File: src/rtl/pipe_ctrl_pkg.sv
// Pipeline sequencer shared types.
// Stall bus layout, FSM states and counter helper.
package pipe_ctrl_pkg;

    localparam int STALL_W   = 5;
    localparam int ST_PC     = 0;
    localparam int ST_IF_ID  = 1;
    localparam int ST_ID_EX  = 2;
    localparam int ST_EX_MEM = 3;
    localparam int ST_MEM_WB = 4;

    typedef logic [STALL_W-1:0] stall_t;

    localparam stall_t STALL_NONE  = 5'b00000;
    localparam stall_t STALL_FRONT = 5'b00011;
    localparam stall_t STALL_EX    = 5'b00111;
    localparam stall_t STALL_ALL   = 5'b11111;

    typedef enum logic [2:0] {
        S_RUN,
        S_FLUSH,
        S_BUSY,
        S_DRAIN,
        S_HALT
    } state_t;

    function automatic logic [31:0] sat_inc(
        input logic [31:0] v,
        input logic        en
    );
        return (en && v != 32'hFFFF_FFFF) ? v + 32'd1 : v;
    endfunction

endpackage

File: src/rtl/pipe_ctrl_hazard_detect.sv
// Load-use hazard compare between ID sources and EX load.
// x0 never creates a hazard.
module pipe_ctrl_hazard_detect
    import pipe_ctrl_pkg::*;
(
    input  logic       id_reg1_re,
    input  logic [4:0] id_reg1_raddr,
    input  logic       id_reg2_re,
    input  logic [4:0] id_reg2_raddr,
    input  logic       ex_we,
    input  logic [4:0] ex_waddr,
    input  logic       ex_is_load,
    output logic       load_use
);

    logic ex_ld_wr;
    logic rs1_hit;
    logic rs2_hit;

    assign ex_ld_wr = ex_is_load & ex_we & (ex_waddr != 5'd0);
    assign rs1_hit  = id_reg1_re & (id_reg1_raddr == ex_waddr);
    assign rs2_hit  = id_reg2_re & (id_reg2_raddr == ex_waddr);
    assign load_use = ex_ld_wr & (rs1_hit | rs2_hit);

endmodule

File: src/rtl/pipe_ctrl.sv
// Pipeline sequencer: stalls, flushes, PC redirect, debug halt.
// Mealy outputs from state + inputs; forced to 0 while in reset.
module pipe_ctrl
    import pipe_ctrl_pkg::*;
#(
    parameter int FLUSH_CYCLES = 1,
    parameter int BUSY_TIMEOUT = 64,
    parameter int DRAIN_CYCLES = 3
) (
    input  logic         clk,
    input  logic         rst,
    input  logic         id_reg1_re,
    input  logic [4:0]   id_reg1_raddr,
    input  logic         id_reg2_re,
    input  logic [4:0]   id_reg2_raddr,
    input  logic         ex_we,
    input  logic [4:0]   ex_waddr,
    input  logic         ex_is_load,
    input  logic         ex_busy,
    input  logic         ex_jump_req,
    input  logic [31:0]  ex_jump_addr,
    input  logic         halt_req,
    output logic         halt_ack,
    output logic [4:0]   stall,
    output logic         flush_if_id,
    output logic         flush_id_ex,
    output logic         flush_ex_mem,
    output logic         jump_o,
    output logic [31:0]  jump_addr_o,
    output logic         busy_timeout,
    output logic [31:0]  stall_cnt
);

    localparam int FW = $clog2(FLUSH_CYCLES + 1);
    localparam int BW = $clog2(BUSY_TIMEOUT + 1);
    localparam int DW = $clog2(DRAIN_CYCLES + 1);

    state_t        state, state_nxt;
    logic [FW-1:0] flush_cnt, flush_cnt_nxt;
    logic [BW-1:0] busy_cnt, busy_cnt_nxt;
    logic [DW-1:0] drain_cnt, drain_cnt_nxt;
    logic          load_use;
    logic          use_run;

    pipe_ctrl_hazard_detect u_hazard (
        .id_reg1_re    (id_reg1_re),
        .id_reg1_raddr (id_reg1_raddr),
        .id_reg2_re    (id_reg2_re),
        .id_reg2_raddr (id_reg2_raddr),
        .ex_we         (ex_we),
        .ex_waddr      (ex_waddr),
        .ex_is_load    (ex_is_load),
        .load_use      (load_use)
    );

    // State, phase counters and saturating stall counter.
    always_ff @(posedge clk or negedge rst) begin
        if (!rst) begin
            state     <= S_RUN;
            flush_cnt <= '0;
            busy_cnt  <= '0;
            drain_cnt <= '0;
            stall_cnt <= '0;
        end else begin
            state     <= state_nxt;
            flush_cnt <= flush_cnt_nxt;
            busy_cnt  <= busy_cnt_nxt;
            drain_cnt <= drain_cnt_nxt;
            stall_cnt <= sat_inc(stall_cnt, |stall);
        end
    end

    // Next state and outputs; FLUSH/BUSY fall back to RUN decisions.
    always_comb begin
        state_nxt     = state;
        flush_cnt_nxt = flush_cnt;
        busy_cnt_nxt  = busy_cnt;
        drain_cnt_nxt = drain_cnt;
        stall         = STALL_NONE;
        flush_if_id   = 1'b0;
        flush_id_ex   = 1'b0;
        flush_ex_mem  = 1'b0;
        jump_o        = 1'b0;
        jump_addr_o   = '0;
        halt_ack      = 1'b0;
        busy_timeout  = 1'b0;
        use_run       = 1'b0;
        if (rst) begin
            unique case (state)
                S_RUN: use_run = 1'b1;
                S_FLUSH: begin
                    if (ex_jump_req) begin
                        use_run = 1'b1;
                    end else begin
                        flush_if_id = 1'b1;
                        if (int'(flush_cnt) >= FLUSH_CYCLES - 1)
                            state_nxt = S_RUN;
                        else
                            flush_cnt_nxt = flush_cnt + FW'(1);
                    end
                end
                S_BUSY: begin
                    if (!ex_busy) begin
                        use_run = 1'b1;
                    end else if (busy_cnt == BW'(BUSY_TIMEOUT)) begin
                        busy_timeout = 1'b1;
                        flush_id_ex  = 1'b1;
                        state_nxt    = S_RUN;
                    end else begin
                        stall        = STALL_EX;
                        flush_ex_mem = 1'b1;
                        busy_cnt_nxt = busy_cnt + BW'(1);
                    end
                end
                S_DRAIN: begin
                    if (!halt_req) begin
                        state_nxt = S_RUN;
                    end else begin
                        stall       = STALL_FRONT;
                        flush_id_ex = 1'b1;
                        if (int'(drain_cnt) + 1 >= DRAIN_CYCLES)
                            state_nxt = S_HALT;
                        else
                            drain_cnt_nxt = drain_cnt + DW'(1);
                    end
                end
                S_HALT: begin
                    if (halt_req) begin
                        stall    = STALL_ALL;
                        halt_ack = 1'b1;
                    end else begin
                        state_nxt = S_RUN;
                    end
                end
                default: state_nxt = S_RUN;
            endcase
            if (use_run) begin
                state_nxt = S_RUN;
                if (ex_jump_req) begin
                    jump_o        = 1'b1;
                    jump_addr_o   = ex_jump_addr;
                    flush_if_id   = 1'b1;
                    flush_id_ex   = 1'b1;
                    flush_cnt_nxt = FW'(1);
                    if (FLUSH_CYCLES > 1)
                        state_nxt = S_FLUSH;
                end else if (ex_busy) begin
                    stall        = STALL_EX;
                    flush_ex_mem = 1'b1;
                    busy_cnt_nxt = BW'(1);
                    state_nxt    = S_BUSY;
                end else if (halt_req) begin
                    stall         = STALL_FRONT;
                    flush_id_ex   = 1'b1;
                    drain_cnt_nxt = DW'(1);
                    state_nxt     = (DRAIN_CYCLES > 1) ? S_DRAIN : S_HALT;
                end else if (load_use) begin
                    stall       = STALL_FRONT;
                    flush_id_ex = 1'b1;
                end
            end
        end
    end

endmodule

File: config.mk
export PLATFORM = sky130hd
export DESIGN_NAME = pipe_ctrl
export DESIGN_NICKNAME = d
export VERILOG_FILES = /design/src/rtl/pipe_ctrl_pkg.sv /design/src/rtl/pipe_ctrl_hazard_detect.sv /design/src/rtl/pipe_ctrl.sv
export SDC_FILE = /design/constraint.sdc
export NUM_CORES = 1
export LEC_CHECK = 0
export BUFFER_PORTS_ARGS = -buffer_cell sky130_fd_sc_hd__clkbuf_2
export CELL_PAD_IN_SITES_DETAIL_PLACEMENT = 1
export CELL_PAD_IN_SITES_GLOBAL_PLACEMENT = 2
export CORE_ASPECT_RATIO = 2
export CORE_MARGIN = 1
export CORE_UTILIZATION = 27
export CTS_CLUSTER_SIZE = 8
export DETAILED_ROUTE_END_ITERATION = 10
export PLACE_DENSITY = 0.76
export SLEW_MARGIN = 40
export SYNTH_ARGS = -nofsm -noshare
export SYNTH_HDL_FRONTEND = slang
export SYNTH_SLANG_ARGS = --single-unit
File: constraint.sdc
create_clock -name clk -period 3.1 [get_ports clk]
set_input_delay 0.62 -clock clk [delete_from_list [all_inputs] [get_ports clk]]
set_output_delay 0.62 -clock clk [all_outputs]
set_load 0.005 [all_outputs]
==> impl_results.rst, run 1 <==
.. list-table::
   :header-rows: 1

   * - Metric
     - Value
   * - Number of clock sinks
     - 44
   * - WL per Instance
     - around 17 um
   * - Placed instance area
     - 3850 um2
   * - Area contributors post-synth
     - sky130_fd_sc_hd__dfrtp_1 36%, sky130_fd_sc_hd__xor2_1 8.3%, sky130_fd_sc_hd__and2_1 6.9%, sky130_fd_sc_hd__nand2_1 3.4%, sky130_fd_sc_hd__nand3_1 3.4%
   * - Highest-count cells in the layout ignoring fill and taps
     - 130 x sky130_fd_sc_hd__clkbuf_2, 44 x sky130_fd_sc_hd__dfrtp_1, 34 x sky130_fd_sc_hd__and2_1
   * - Number of iterations in the first detailed-routing pass
     - 4
   * - Max Root-Sink Buffers
     - 2
   * - Final Routed Wirelength
     - 10.4 mm
   * - Count of cells along the worst register-to-register path
     - 8
   * - Highest routing layer actually used
     - met4
   * - Post-synthesis sequential element count
     - 44
   * - Logic pwr share
     - 32.8%
   * - End point of the critical path
     - flush_id_ex
   * - Crit path kind
     - input pin to output pin
   * - Number of warnings issued by yosys
     - 0
   * - Startpoint of the most critical setup path
     - ex_waddr[1]
   * - I/O pin cnt
     - 131
   * - Buffers added on ports
     - 130
   * - Fin crit share
     - 86.3%
   * - Arrival time of the worst setup path
     - 2060 ps
   * - Count of cell types in the netlist
     - 52
   * - Remaining design rule violation count
     - 0
   * - Number of nets still failing antenna checks after routing
     - 0
   * - Clock tree skew after final layout
     - 6.45 ps
   * - Overall via count from detail_route
     - 2,931
   * - CP max stage cell
     - sky130_fd_sc_hd__or3_1
   * - Unrepaired setup endpoints after global routing
     - false
   * - F_max
     - 0.374 GHz
   * - Power share of the clock group
     - around 28%
   * - TritonCTS clock tree
     - built
   * - Total internal power
     - 1.24 mW
   * - Number of global-route vias before repair
     - 3,216
   * - Number of endpoints failing setup at the final stage
     - 0
   * - Last weighted congestion value of the routability-driven placer
     - 0.948
   * - Path class of the lowest-slack min-delay path
     - input pin to async pin
   * - Clock Pin Slew Worst Setup and Hold Paths
     - 60 ps
   * - Met3 Routed Length
     - 229 um
   * - Wire length of the first global-routing pass
     - 17.2 mm
   * - Worst-margin pin slew
     - 651 ps
   * - Number of buffers added by the clock tree synthesis step
     - 5
   * - Worst slew margin relative to its limit
     - 56.5%
   * - Global-route usage over all layers
     - a little under a fifth
   * - Fraction of synthesis flops using an asynchronous set or reset pin
     - between 90% and 100%
   * - Core Rows
     - 54
   * - Area of the mapped netlist
     - 3070 um2
   * - Syn Inst Count
     - 332
   * - Post-synthesis sequential area ratio
     - between 30% and 40%
   * - Depth of the CTS H-tree
     - 2
   * - Syn avg cell area
     - 9.24 um2
   * - Required @ worst endpoint
     - 2480 ps
   * - Largest net degree at the start of global routing
     - 34
   * - Final hold violation count
     - 0
   * - Layout cell share with drive strength beyond 1
     - 37.1%
   * - Power density of the placed cells
     - 497 nW/um2
   * - Detailed-routed wire length on met2
     - 5.76 mm
   * - Initial antenna violation count
     - 0
   * - Iter 0 DRT Violations
     - 77
   * - Maximum fanout along the worst path
     - 3
   * - Die W
     - approximately 77 um
   * - Most common library cell in the layout ignoring fill and taps
     - sky130_fd_sc_hd__clkbuf_2
   * - Max-capacitance violation count
     - 0
   * - M1 WL
     - 4.24 mm
   * - Initial standard-cell utilization of the core
     - 27.8%
   * - Crit-path cells
     - clkbuf_2, or3_1, o311a_1, a21oi_1, nor4_1, o31a_1, clkbuf_2
   * - Area leader, netlist
     - sky130_fd_sc_hd__dfrtp_1
   * - Total leakage power
     - 2.05 nW
   * - Worst reg2reg path startpoint
     - stall_cnt[0]
   * - Overflow left after global routing
     - 0
   * - Post-Route Setup TNS
     - 0 ps
   * - Resized cells post-CTS
     - 0
   * - Insertion delay to the later sink of the worst-skew pair
     - 290 ps
   * - Top cell by count, worst path
     - sky130_fd_sc_hd__clkbuf_2
   * - Status
     - finished, final reports clean
   * - Detail-routed via count per cell
     - 4.88
   * - Post-synth top area share
     - 35.9%
   * - Minimum clock period
     - 2680 ps
   * - Area of the core
     - 11,000 um2
   * - Overall die height
     - approximately 150 um
   * - Nature of the critical path endpoint
     - output pin
   * - Net count of the finished layout
     - ~520
   * - Number of enable flip-flop cells after synthesis
     - 0
   * - Critical path startpoint category
     - input pin
   * - Area of all placed cells without fillers
     - 4000 um2
   * - Area growth from synthesis to final layout
     - 30.4%
   * - Worst reg2reg endpoint
     - stall_cnt[23]
   * - Root Driver
     - sky130_fd_sc_hd__clkbuf_16
   * - Internal reg-to-reg setup slack
     - 650 ps
   * - Top FF cell, synth
     - sky130_fd_sc_hd__dfrtp_1
   * - Switching power
     - between 0.7 and 0.8 mW
   * - Number of nets produced by synthesis
     - ~390
   * - Switching Share
     - 37.4%
   * - Sum of internal, switching and leakage power
     - 1.99 mW
   * - Die area
     - 11,800 um2
   * - Inserted Diodes
     - 0
   * - Hold-fix buffers at CTS
     - 0
   * - Flop pwr share
     - between 30% and 40%
   * - Largest stage delay on the critical path
     - 380 ps
   * - Count of pins over their slew limit
     - 0
   * - HPWL reported at the end of detailed placement
     - 8.36 mm
   * - Maximum vdd drop
     - 0.000245 V
   * - Post-CTS repair timing setup buffer count
     - 0
[state kept, by name, summed over array words and instances (netlist names)]
| register | cells |
|---|---|
| stall_cnt | 32 |
| busy_cnt | 7 |
| state | 3 |
| drain_cnt | 2 |
[cells in the mapped netlist, types with 3 or more instances]
cell,n
sky130_fd_sc_hd__and4_1,3
sky130_fd_sc_hd__nor4b_2,3
sky130_fd_sc_hd__inv_1,10
sky130_fd_sc_hd__nor3_1,18
sky130_fd_sc_hd__clkbuf_1,5
sky130_fd_sc_hd__nand4_1,12
sky130_fd_sc_hd__xnor2_1,11
sky130_fd_sc_hd__nor4_2,8
sky130_fd_sc_hd__nand3_1,21
sky130_fd_sc_hd__and2_1,34
sky130_fd_sc_hd__a21oi_1,10
sky130_fd_sc_hd__xor2_1,29
sky130_fd_sc_hd__buf_6,5
sky130_fd_sc_hd__nand2_1,28
sky130_fd_sc_hd__and3_1,7
sky130_fd_sc_hd__nand2b_1,3
sky130_fd_sc_hd__o21ai_0,12
sky130_fd_sc_hd__dfrtp_1,44
sky130_fd_sc_hd__nor4_4,3
sky130_fd_sc_hd__nor2_1,19
sky130_fd_sc_hd__buf_4,5
sky130_fd_sc_hd__o22ai_1,3
sky130_fd_sc_hd__ha_1,6
[metrics by stage]
step / util, % / hold WS (ps) / setup WS [ps] / instances
2_1_floorplan: - / 324 / 424 / 332
3_3_place_gp: 34.9 / 459 / 440 / 593
3_5_place_dp: 35.0 / 485 / 435 / 593
4_1_cts: 36.3 / 399 / 404 / 601
5_1_grt: 36.3 / 403 / 311 / 601
6_report: 36.3 / 376 / 424 / 601
[power by group through the flow]
stage / Clock (mW) / Sequential (mW) / Combinational [mW]
global placement: 0 / 0.796 / 0.639
floorplan: 0 / 0.748 / 0.428
global route: 0.584 / 0.806 / 0.728
CTS: 0.564 / 0.789 / 0.664
detailed placement: 0 / 0.800 / 0.657
finish: 0.546 / 0.789 / 0.653
[per-layer routing]
metal / GRT usage, % / vias up
met2: 33.8 / 45
met5: 0 / -
met3: 2.22 / 10
li1: - / 1422
met4: 5.12 / 0
met1: 21.7 / 1454
[worst min path at each step]
stage,depth (start not counted),startpoint,slack (ps),end
6_report,2,rst,380,busy_cnt[6]
3_5_place_dp,1,stall_cnt[26],480,stall_cnt[26]
4_1_cts,2,rst,400,state[2]
2_1_floorplan,0,rst,320,busy_cnt[0]
5_1_grt,2,rst,400,state[2]
3_3_place_gp,1,busy_cnt[6],460,busy_cnt[6]
[area by class of cell]
type	instances	area (um2)
well taps	140	175
flip-flops and latches	44	1100
fillers	1368	7010
multi-input cells	261	1810
repair buffers	138	723
clock buffers	5	125
inverters	10	37.5
clock inverters	3	23.8
[kinds of logic (layout without fill, tap and decap cells)]
group | Yosys count | after routing | share of synthesized area, %
multiplexers | 2 | 2 | 0.734
adder cells (fa/ha/maj) | 6 | 6 | 2.45
buffers and inverters | 27 | 156 | 5.18
AND/OR/NAND/NOR | 171 | 171 | 34.9
flip-flops | 44 | 44 | 35.9
AO/OA/AOI/OAI | 42 | 42 | 9.43
XOR/XNOR | 40 | 40 | 11.4
[critical path, delay by kind of cell]
family                 cells  cell delay [ps]
buffers and inverters      2              230
AOI/OAI and AO/OA          3              750
and+or+nand+nor            2              450
Power figures use the tool's default switching activity.
==> inputs of run 2 (changes only) <==
CTS_BUF_LIST = sky130_fd_sc_hd__clkbuf_16   (was not set)
SYNTH_HIERARCHICAL = 1   (was not set)
==> run 2 against run 1 <==
Net effect: via count down 1.7%; synthesized area down 3.5%; routed wire length down 4.1%; sequential share of layout area up 0.31 points; critical path type unchanged; largest power group unchanged.
==> impl_results.rst, run 2 <==
.. list-table::
   :header-rows: 1

   * - Metric
     - Value
   * - Status
     - finished, final reports clean
   * - Die W
     - 76.0 um (-1.7%)
   * - Number of warnings issued by yosys
     - 6 (+6)
   * - Flop pwr share
     - 38.5% (-1.2 points)
   * - Largest registers
     - stall_cnt (32), busy_cnt (7), state (3)
   * - Worst slew margin relative to its limit
     - 62.3% (+5.8 points)
   * - Total leakage power
     - 1.93 nW (-5.9%)
   * - Overall via count from detail_route
     - 2,882 (-1.7%)
   * - Iter 0 DRT Violations
     - 39 (-49%)
   * - HPWL reported at the end of detailed placement
     - 8.14 mm (-2.6%)
   * - Insertion delay to the later sink of the worst-skew pair
     - 290 ps (about the same)
   * - Number of global-route vias before repair
     - 3,166 (-1.6%)
   * - F_max
     - 0.332 GHz (-11%)
   * - Depth of the CTS H-tree
     - 2 (unchanged)
   * - Maximum vdd drop
     - 0.000384 V (+57%)
   * - Area growth from synthesis to final layout
     - 33.6%
   * - Minimum clock period
     - 3010 ps (+336 ps)
   * - Maximum fanout along the worst path
     - 3 (unchanged)
   * - Number of buffers added by the clock tree synthesis step
     - 5 (unchanged)
   * - Number of endpoints failing setup at the final stage
     - 0 (unchanged)
   * - Wire length of the first global-routing pass
     - 16.3 mm (-5.2%)
   * - Net count of the finished layout
     - 513 (-1.7%)
   * - Smallest setup slack after layout
     - 87.9 ps (-336 ps)
   * - Critical path startpoint category
     - input pin
   * - Area of the core
     - 10,600 um2 (-3.7%)
   * - Last weighted congestion value of the routability-driven placer
     - 0.855 (-9.8%)
   * - Overall die height
     - 150 um (-1.7%)
   * - Logic pwr share
     - 31.9% (-0.9 points)
   * - Post-synth top area share
     - 37.2% (+1.3 points)
   * - Syn Inst Count
     - 320 (-3.6%)
   * - Resized cells post-CTS
     - 0 (unchanged)
   * - Flip-flop count of the largest register after layout
     - 32 (unchanged)
   * - Initial antenna violation count
     - 0 (unchanged)
   * - Post-synthesis sequential element count
     - 44 (unchanged)
   * - TritonCTS clock tree
     - built
   * - Startpoint of the most critical setup path
     - ex_waddr[2]
   * - Core Rows
     - 53 (-1.9%)
   * - Arrival time of the worst setup path
     - 2390 ps (+330 ps)
   * - Remaining design rule violation count
     - 0 (unchanged)
   * - Initial standard-cell utilization of the core
     - 27.9% (+0.055 points)
   * - Clock tree skew after final layout
     - 5.54 ps (-0.917 ps)
   * - Path class of the lowest-slack min-delay path
     - input pin to async pin
   * - Fin crit share
     - 97.2% (+11 points)
   * - Area of the mapped netlist
     - 2960 um2 (-3.5%)
   * - I/O pin cnt
     - 131 (unchanged)
   * - Required @ worst endpoint
     - 2480 ps (about the same)
   * - Detail-routed via count per cell
     - 4.89 (+0.33%)
   * - Worst reg2reg path startpoint
     - busy_cnt[0]
   * - Number of iterations in the first detailed-routing pass
     - 4 (unchanged)
   * - Power density of the placed cells
     - 515 nW/um2 (+3.6%)
   * - Switching power
     - 0.715 mW (-3.8%)
   * - Die area
     - 11,400 um2 (-3.4%)
   * - Global-route usage over all layers
     - 18.2% (-0.13 points)
   * - Worst-case setup slack after placement
     - 111 ps (-324 ps)
   * - Area leader, netlist
     - sky130_fd_sc_hd__dfrtp_1
   * - Nature of the critical path endpoint
     - output pin
   * - Post-Route Setup TNS
     - 0 ps (unchanged)
   * - Count of cell types in the netlist
     - 58 (+12%)
   * - Buffers added on ports
     - 130 (unchanged)
   * - Total internal power
     - 1.32 mW (+6.2%)
   * - Syn avg cell area
     - 9.25 um2 (+0.15%)
   * - Number of enable flip-flop cells after synthesis
     - 0 (unchanged)
   * - Final Routed Wirelength
     - 9.94 mm (-4.1%)
   * - Fraction of synthesis flops using an asynchronous set or reset pin
     - 100% (unchanged)
   * - Highest-count cells in the layout ignoring fill and taps
     - 130 x sky130_fd_sc_hd__clkbuf_2, 44 x sky130_fd_sc_hd__dfrtp_1, 33 x sky130_fd_sc_hd__and2_1
   * - Post-synthesis sequential area ratio
     - 37.2% (+1.3 points)
   * - Number of nets still failing antenna checks after routing
     - 0 (unchanged)
   * - Power share of the clock group
     - 29.7% (+2.2 points)
   * - Area contributors post-synth
     - sky130_fd_sc_hd__dfrtp_1 37%, sky130_fd_sc_hd__and2_1 7.0%, sky130_fd_sc_hd__xnor2_1 6.5%, sky130_fd_sc_hd__xor2_1 5.6%, sky130_fd_sc_hd__nand4_1 3.8%
   * - Max Root-Sink Buffers
     - 2 (unchanged)
   * - Hold-fix buffers at CTS
     - 0 (unchanged)
   * - Final hold violation count
     - 0 (unchanged)
   * - Biggest register
     - stall_cnt
   * - WL per Instance
     - 16.9 um (-2.2%)
   * - Clock Pin Slew Worst Setup and Hold Paths
     - 60 ps (about the same)
   * - Number of nets produced by synthesis
     - 382 (-3.0%)
   * - Inserted Diodes
     - 0 (unchanged)
   * - Count of pins over their slew limit
     - 0 (unchanged)
   * - Top FF cell, synth
     - sky130_fd_sc_hd__dfrtp_1
   * - Number of clock sinks
     - 44 (unchanged)
   * - Unrepaired setup endpoints after global routing
     - false
   * - Ranking of synthesized cells by instance count
     - 44 x sky130_fd_sc_hd__dfrtp_1, 33 x sky130_fd_sc_hd__and2_1, 28 x sky130_fd_sc_hd__nand2_1
   * - Filler cell count
     - 1,301 (-4.9%)
   * - Largest net degree at the start of global routing
     - 34 (unchanged)
   * - Layout cell share with drive strength beyond 1
     - 38.5% (+1.4 points)
   * - Crit path kind
     - input pin to output pin
   * - Worst-margin pin slew
     - 561 ps (-89.9 ps)
   * - Most repeated cell in the gate-level netlist after synthesis
     - sky130_fd_sc_hd__dfrtp_1
   * - Most common library cell in the layout ignoring fill and taps
     - sky130_fd_sc_hd__clkbuf_2
   * - Root Driver
     - sky130_fd_sc_hd__clkbuf_16
   * - Post-CTS repair timing setup buffer count
     - 0 (unchanged)
   * - Overflow left after global routing
     - 0 (unchanged)
   * - Switching Share
     - 35.1% (-2.3 points)
   * - Max-capacitance violation count
     - 0 (unchanged)
[run 2: changes by cell type in the layout (fill, tap and decap cells not counted), moves of 4 or more]
cell / before / now
sky130_fd_sc_hd__a21oi_1: 10 / 3
sky130_fd_sc_hd__buf_4: 7 / 11
sky130_fd_sc_hd__mux2i_1: 0 / 4
sky130_fd_sc_hd__nand3_1: 21 / 13
sky130_fd_sc_hd__nand4_1: 12 / 18
sky130_fd_sc_hd__nor3_1: 17 / 4
sky130_fd_sc_hd__nor3_2: 1 / 7
sky130_fd_sc_hd__nor4_2: 8 / 4
sky130_fd_sc_hd__xnor2_1: 11 / 22
sky130_fd_sc_hd__xor2_1: 29 / 19
[run 2: worst paths after layout]
kind	end	slack (ps)	depth (start not counted)
setup / recovery	stall[2]	90	9
hold / removal	busy_cnt[0]	230	1
setup reg to reg	state[1]	730	9
hold reg to reg	stall_cnt[16]	500	1
max in group asynchronous	state[1]	2020	3
min in group clk	stall_cnt[16]	500	1
[run 2: area by class of cell]
type | count | area, um2 | share of cell area, %
tap | 137 | 171 | 4.34
sequential | 44 | 1100 | 27.8
clock buffer | 5 | 125 | 3.16
inverter | 11 | 41.3 | 1.04
multi-input combinational | 248 | 1740 | 44.0
timing repair buffer | 141 | 733 | 18.5
clock inverter | 3 | 42.5 | 1.08
[run 2: kinds of logic (layout without fill, tap and decap cells)]
| family | after synthesis | count (layout) | synth area share, % |
|---|---|---|---|
| multiplexers | 5 | 5 | 1.73 |
| adder cells (fa/ha/maj) | 6 | 6 | 2.54 |
| buffers and inverters | 28 | 160 | 4.23 |
| flip-flops | 44 | 44 | 37.2 |
| AO/OA/AOI/OAI | 39 | 39 | 10.0 |
| AND/OR/NAND/NOR | 157 | 157 | 32.2 |
| XOR/XNOR | 41 | 41 | 12.1 |
[run 2: worst max-delay path: stages]
cell and delay [ps]:
sky130_fd_sc_hd__clkbuf_2 110, sky130_fd_sc_hd__or4_1 560, sky130_fd_sc_hd__o211ai_2 150, sky130_fd_sc_hd__a21oi_1 70, sky130_fd_sc_hd__nor2_1 140, sky130_fd_sc_hd__nor2_1 50, sky130_fd_sc_hd__or3_1 360, sky130_fd_sc_hd__a21boi_0 180
sky130_fd_sc_hd__clkbuf_2 140
[run 2: per-layer routing]
metal | vias up | part of all wire [%] | track usage (%)
li1 | 1373 | - | -
met1 | 1421 | 34 | 17.1
met2 | 71 | 59 | 37.7
met3 | 17 | 3.5 | 3.11
met4 | 0 | 2.9 | 7.40
met5 | - | 0 | 0
[run 2: power by group through the flow]
stage | registers, mW | logic, mW | clock network [mW]
after CTS | 0.783 | 0.662 | 0.625
after detailed placement | 0.792 | 0.659 | 0
after global routing | 0.801 | 0.725 | 0.643
final | 0.783 | 0.649 | 0.604
after global placement | 0.787 | 0.639 | 0
after floorplan | 0.746 | 0.415 | 0
[run 2: metrics by stage]
step           utilization, %  instances  hold WS (ps)  power [mW]  instance area (um2)
6_report                 37.3        589           226        2.04                 3950
5_1_grt                  37.3        589           239        2.17                 3950
4_1_cts                  37.3        589           237        2.07                 3950
3_5_place_dp             35.7        581           491        1.45                 3790
3_3_place_gp             35.7        581           479        1.43                 3790
2_1_floorplan               -        320           324        1.16                 2960
==> inputs of run 3 (changes only) <==
--- a/config.mk
+++ b/config.mk
@@ -21,2 +21,3 @@
 export SYNTH_HIERARCHICAL = 1
 export SYNTH_SLANG_ARGS = --single-unit
+export TNS_END_PERCENT = 1
==> constraint.sdc (replaced) <==
create_clock -name clk -period 3.1 [get_ports clk]
set_input_delay 0.155 -clock clk [delete_from_list [all_inputs] [get_ports clk]]
set_output_delay 0.155 -clock clk [all_outputs]
set_load 0.005 [all_outputs]
==> run 3 against run 2 <==
Net effect: sequential power is 0.6% higher; critical endpoint is now stall_cnt[23]; highest routed layer unchanged; sequential cell count stayed put; clock-buffer cell count stayed put.
==> impl_results.rst, run 3 (synthesis gave the netlist of run 2 again) <==
.. list-table::
   :header-rows: 1

   * - Metric
     - Value
   * - Status
     - finished, final reports clean
   * - Power density of the placed cells
     - 495 nW/um2 (-4.0%)
   * - Number of endpoints failing setup at the final stage
     - 0 (unchanged)
   * - Overall die height
     - 150 um (unchanged)
   * - Post-Route Setup TNS
     - 0 ps (unchanged)
   * - Resized cells post-CTS
     - 0 (unchanged)
   * - Insertion delay to the later sink of the worst-skew pair
     - 290 ps (about the same)
   * - Number of clock sinks
     - 44 (unchanged)
   * - Critical path startpoint category
     - flop
   * - Switching power
     - 0.694 mW (-3.0%)
   * - Worst-margin pin slew
     - 729 ps (+168 ps)
   * - Worst-case setup slack after placement
     - 607 ps (+497 ps)
   * - Worst reg2reg endpoint
     - stall_cnt[23]
   * - Smallest setup slack after layout
     - 770 ps (+682 ps)
   * - Count of cells along the worst register-to-register path
     - 9 (unchanged)
   * - Max Root-Sink Buffers
     - 2 (unchanged)
   * - Worst Hold Slack
     - 93.8 ps (-132 ps)
   * - Crit path kind
     - flop to flop
   * - Number of iterations in the first detailed-routing pass
     - 3 (-1)
   * - Required @ worst endpoint
     - 3310 ps (+830 ps)
   * - Total area of sequential cells
     - 1100 um2 (unchanged)
   * - Switching Share
     - 36.4% (+1.3 points)
   * - Area of the core
     - 10,600 um2 (unchanged)
   * - Iter 0 DRT Violations
     - 32 (-18%)
   * - Fin crit share
     - 75.2% (-22 points)
   * - Layout cell share with drive strength beyond 1
     - 37.3% (-1.2 points)
   * - Maximum vdd drop
     - 0.000415 V (+8.1%)
   * - Number of buffers added by the clock tree synthesis step
     - 5 (unchanged)
   * - Placed instance area
     - 3720 um2 (-1.8%)
   * - Flip-flop count of the largest register after layout
     - 32 (unchanged)
   * - I/O pin cnt
     - 131 (unchanged)
   * - Max-capacitance violation count
     - 0 (unchanged)
   * - Maximum fanout along the worst path
     - 12 (+9)
   * - Die W
     - 76.0 um (unchanged)
   * - Largest registers
     - stall_cnt (32), busy_cnt (7), state (3)
   * - Area of all placed cells without fillers
     - 3860 um2 (-2.5%)
   * - Largest net degree at the start of global routing
     - 61 (+79%)
   * - Hold-fix buffers at CTS
     - 0 (unchanged)
   * - Overflow left after global routing
     - 0 (unchanged)
   * - Depth of the CTS H-tree
     - 2 (unchanged)
   * - Most common library cell in the layout ignoring fill and taps
     - sky130_fd_sc_hd__clkbuf_2
   * - Initial antenna violation count
     - 0 (unchanged)
   * - F_max
     - 0.429 GHz (+29%)
   * - Logic pwr share
     - 31.6% (-0.3 points)
   * - Worst slew margin relative to its limit
     - 51.4% (-11 points)
   * - Inserted Diodes
     - 0 (unchanged)
   * - Total leakage power
     - 1.87 nW (-3.1%)
   * - WL per Instance
     - 16.4 um (-2.8%)
   * - Count of pins over their slew limit
     - 0 (unchanged)
   * - Nature of the critical path endpoint
     - flop
   * - Core Rows
     - 53 (unchanged)
   * - Area of combinational cells with multiple inputs
     - 1740 um2 (unchanged)
   * - Remaining design rule violation count
     - 0 (unchanged)
   * - Number of global-route vias before repair
     - 3,090 (-2.4%)
   * - Overall via count from detail_route
     - 2,810 (-2.5%)
   * - Unrepaired setup endpoints after global routing
     - false
   * - Area growth from synthesis to final layout
     - 30.3%
   * - Root Driver
     - sky130_fd_sc_hd__clkbuf_16
   * - Path class of the lowest-slack min-delay path
     - input pin to async pin
   * - Filler cell count
     - 1,305 (+0.31%)
   * - Post-CTS repair timing setup buffer count
     - 0 (unchanged)
   * - Highest-count cells in the layout ignoring fill and taps
     - 130 x sky130_fd_sc_hd__clkbuf_2, 44 x sky130_fd_sc_hd__dfrtp_1, 33 x sky130_fd_sc_hd__and2_1
   * - Detail-routed via count per cell
     - 4.85 (-0.81%)
   * - Minimum clock period
     - 2330 ps (-682 ps)
   * - HPWL reported at the end of detailed placement
     - 7.72 mm (-5.2%)
   * - Arrival time of the worst setup path
     - 2540 ps (+150 ps)
   * - TritonCTS clock tree
     - built
   * - Sum of internal, switching and leakage power
     - 1.91 mW (-6.3%)
   * - Number of nets still failing antenna checks after routing
     - 0 (unchanged)
   * - Clock Pin Slew Worst Setup and Hold Paths
     - 60 ps (about the same)
   * - Internal reg-to-reg setup slack
     - 770 ps (+40 ps)
   * - Last weighted congestion value of the routability-driven placer
     - 0.819 (-4.1%)
   * - Worst reg2reg path startpoint
     - busy_cnt[0]
   * - Total internal power
     - 1.21 mW (-8.2%)
   * - Initial standard-cell utilization of the core
     - 27.9% (unchanged)
   * - Power share of the clock group
     - 27.0% (-2.7 points)
   * - Net count of the finished layout
     - 504 (-1.8%)
   * - Wire length of the first global-routing pass
     - 15.5 mm (-4.8%)
   * - Global-route usage over all layers
     - 17.3% (-0.95 points)
   * - Clock tree skew after final layout
     - 8.32 ps (+2.78 ps)
   * - Final Routed Wirelength
     - 9.50 mm (-4.5%)
   * - Die area
     - 11,400 um2 (unchanged)
   * - Buffers added on ports
     - 130 (unchanged)
   * - Final hold violation count
     - 0 (unchanged)
   * - Flop pwr share
     - 41.3% (+2.8 points)
   * - Biggest register
     - stall_cnt
-- run 3: worst max-delay path by stage --
stage | start | to | slack, ps | cells after the start
final | busy_cnt[0] | stall_cnt[23] | 770 | 9
after global routing | state[0] | stall_cnt[23] | 510 | 6
after CTS | busy_cnt[0] | stall_cnt[23] | 730 | 9
after detailed placement | ex_waddr[3] | stall_cnt[23] | 610 | 11
after global placement | ex_waddr[2] | stall_cnt[23] | 650 | 11
after floorplan | ex_waddr[2] | stall_cnt[25] | 1070 | 10
-- run 3: power by group through the flow --
stage | logic, mW | clock network [mW] | registers, mW
2_1_floorplan | 0.415 | 0 | 0.746
3_3_place_gp | 0.599 | 0 | 0.795
3_5_place_dp | 0.616 | 0 | 0.802
4_1_cts | 0.621 | 0.538 | 0.791
5_1_grt | 0.676 | 0.550 | 0.810
6_report | 0.603 | 0.516 | 0.788
-- run 3: worst max-delay path, cell delays in order (launching register included) --
cell and delay (ps):
sky130_fd_sc_hd__dfrtp_1 380, sky130_fd_sc_hd__inv_1 80, sky130_fd_sc_hd__ha_1 230, sky130_fd_sc_hd__nand2b_2 90
sky130_fd_sc_hd__nor4_2 60, sky130_fd_sc_hd__nor4_4 400, sky130_fd_sc_hd__a211oi_4 100, sky130_fd_sc_hd__a21oi_2 460
sky130_fd_sc_hd__and4_1 300, sky130_fd_sc_hd__xor2_1 150
-- run 3: through the flow --
step                instances  utilization (%)
detailed placement        572             35.0
finish                    579             36.3
global placement          572             35.0
global route              579             36.3
floorplan                 320                -
CTS                       579             36.3
-- run 3: final cells by class --
class / count / share of cell area [%]
multi-input cells: 248 / 45.1
flip-flops and latches: 44 / 28.6
repair buffers: 132 / 17.3
well taps: 137 / 4.45
clock buffers: 5 / 3.24
inverters: 11 / 1.07
clock inverters: 2 / 0.324
-- run 3: layer usage --
layer / GRT usage [%] / wire (um)
met5: 0 / 0
met4: 6.92 / 242
met3: 2.38 / 347
met2: 36.3 / 5620
met1: 16.1 / 3280
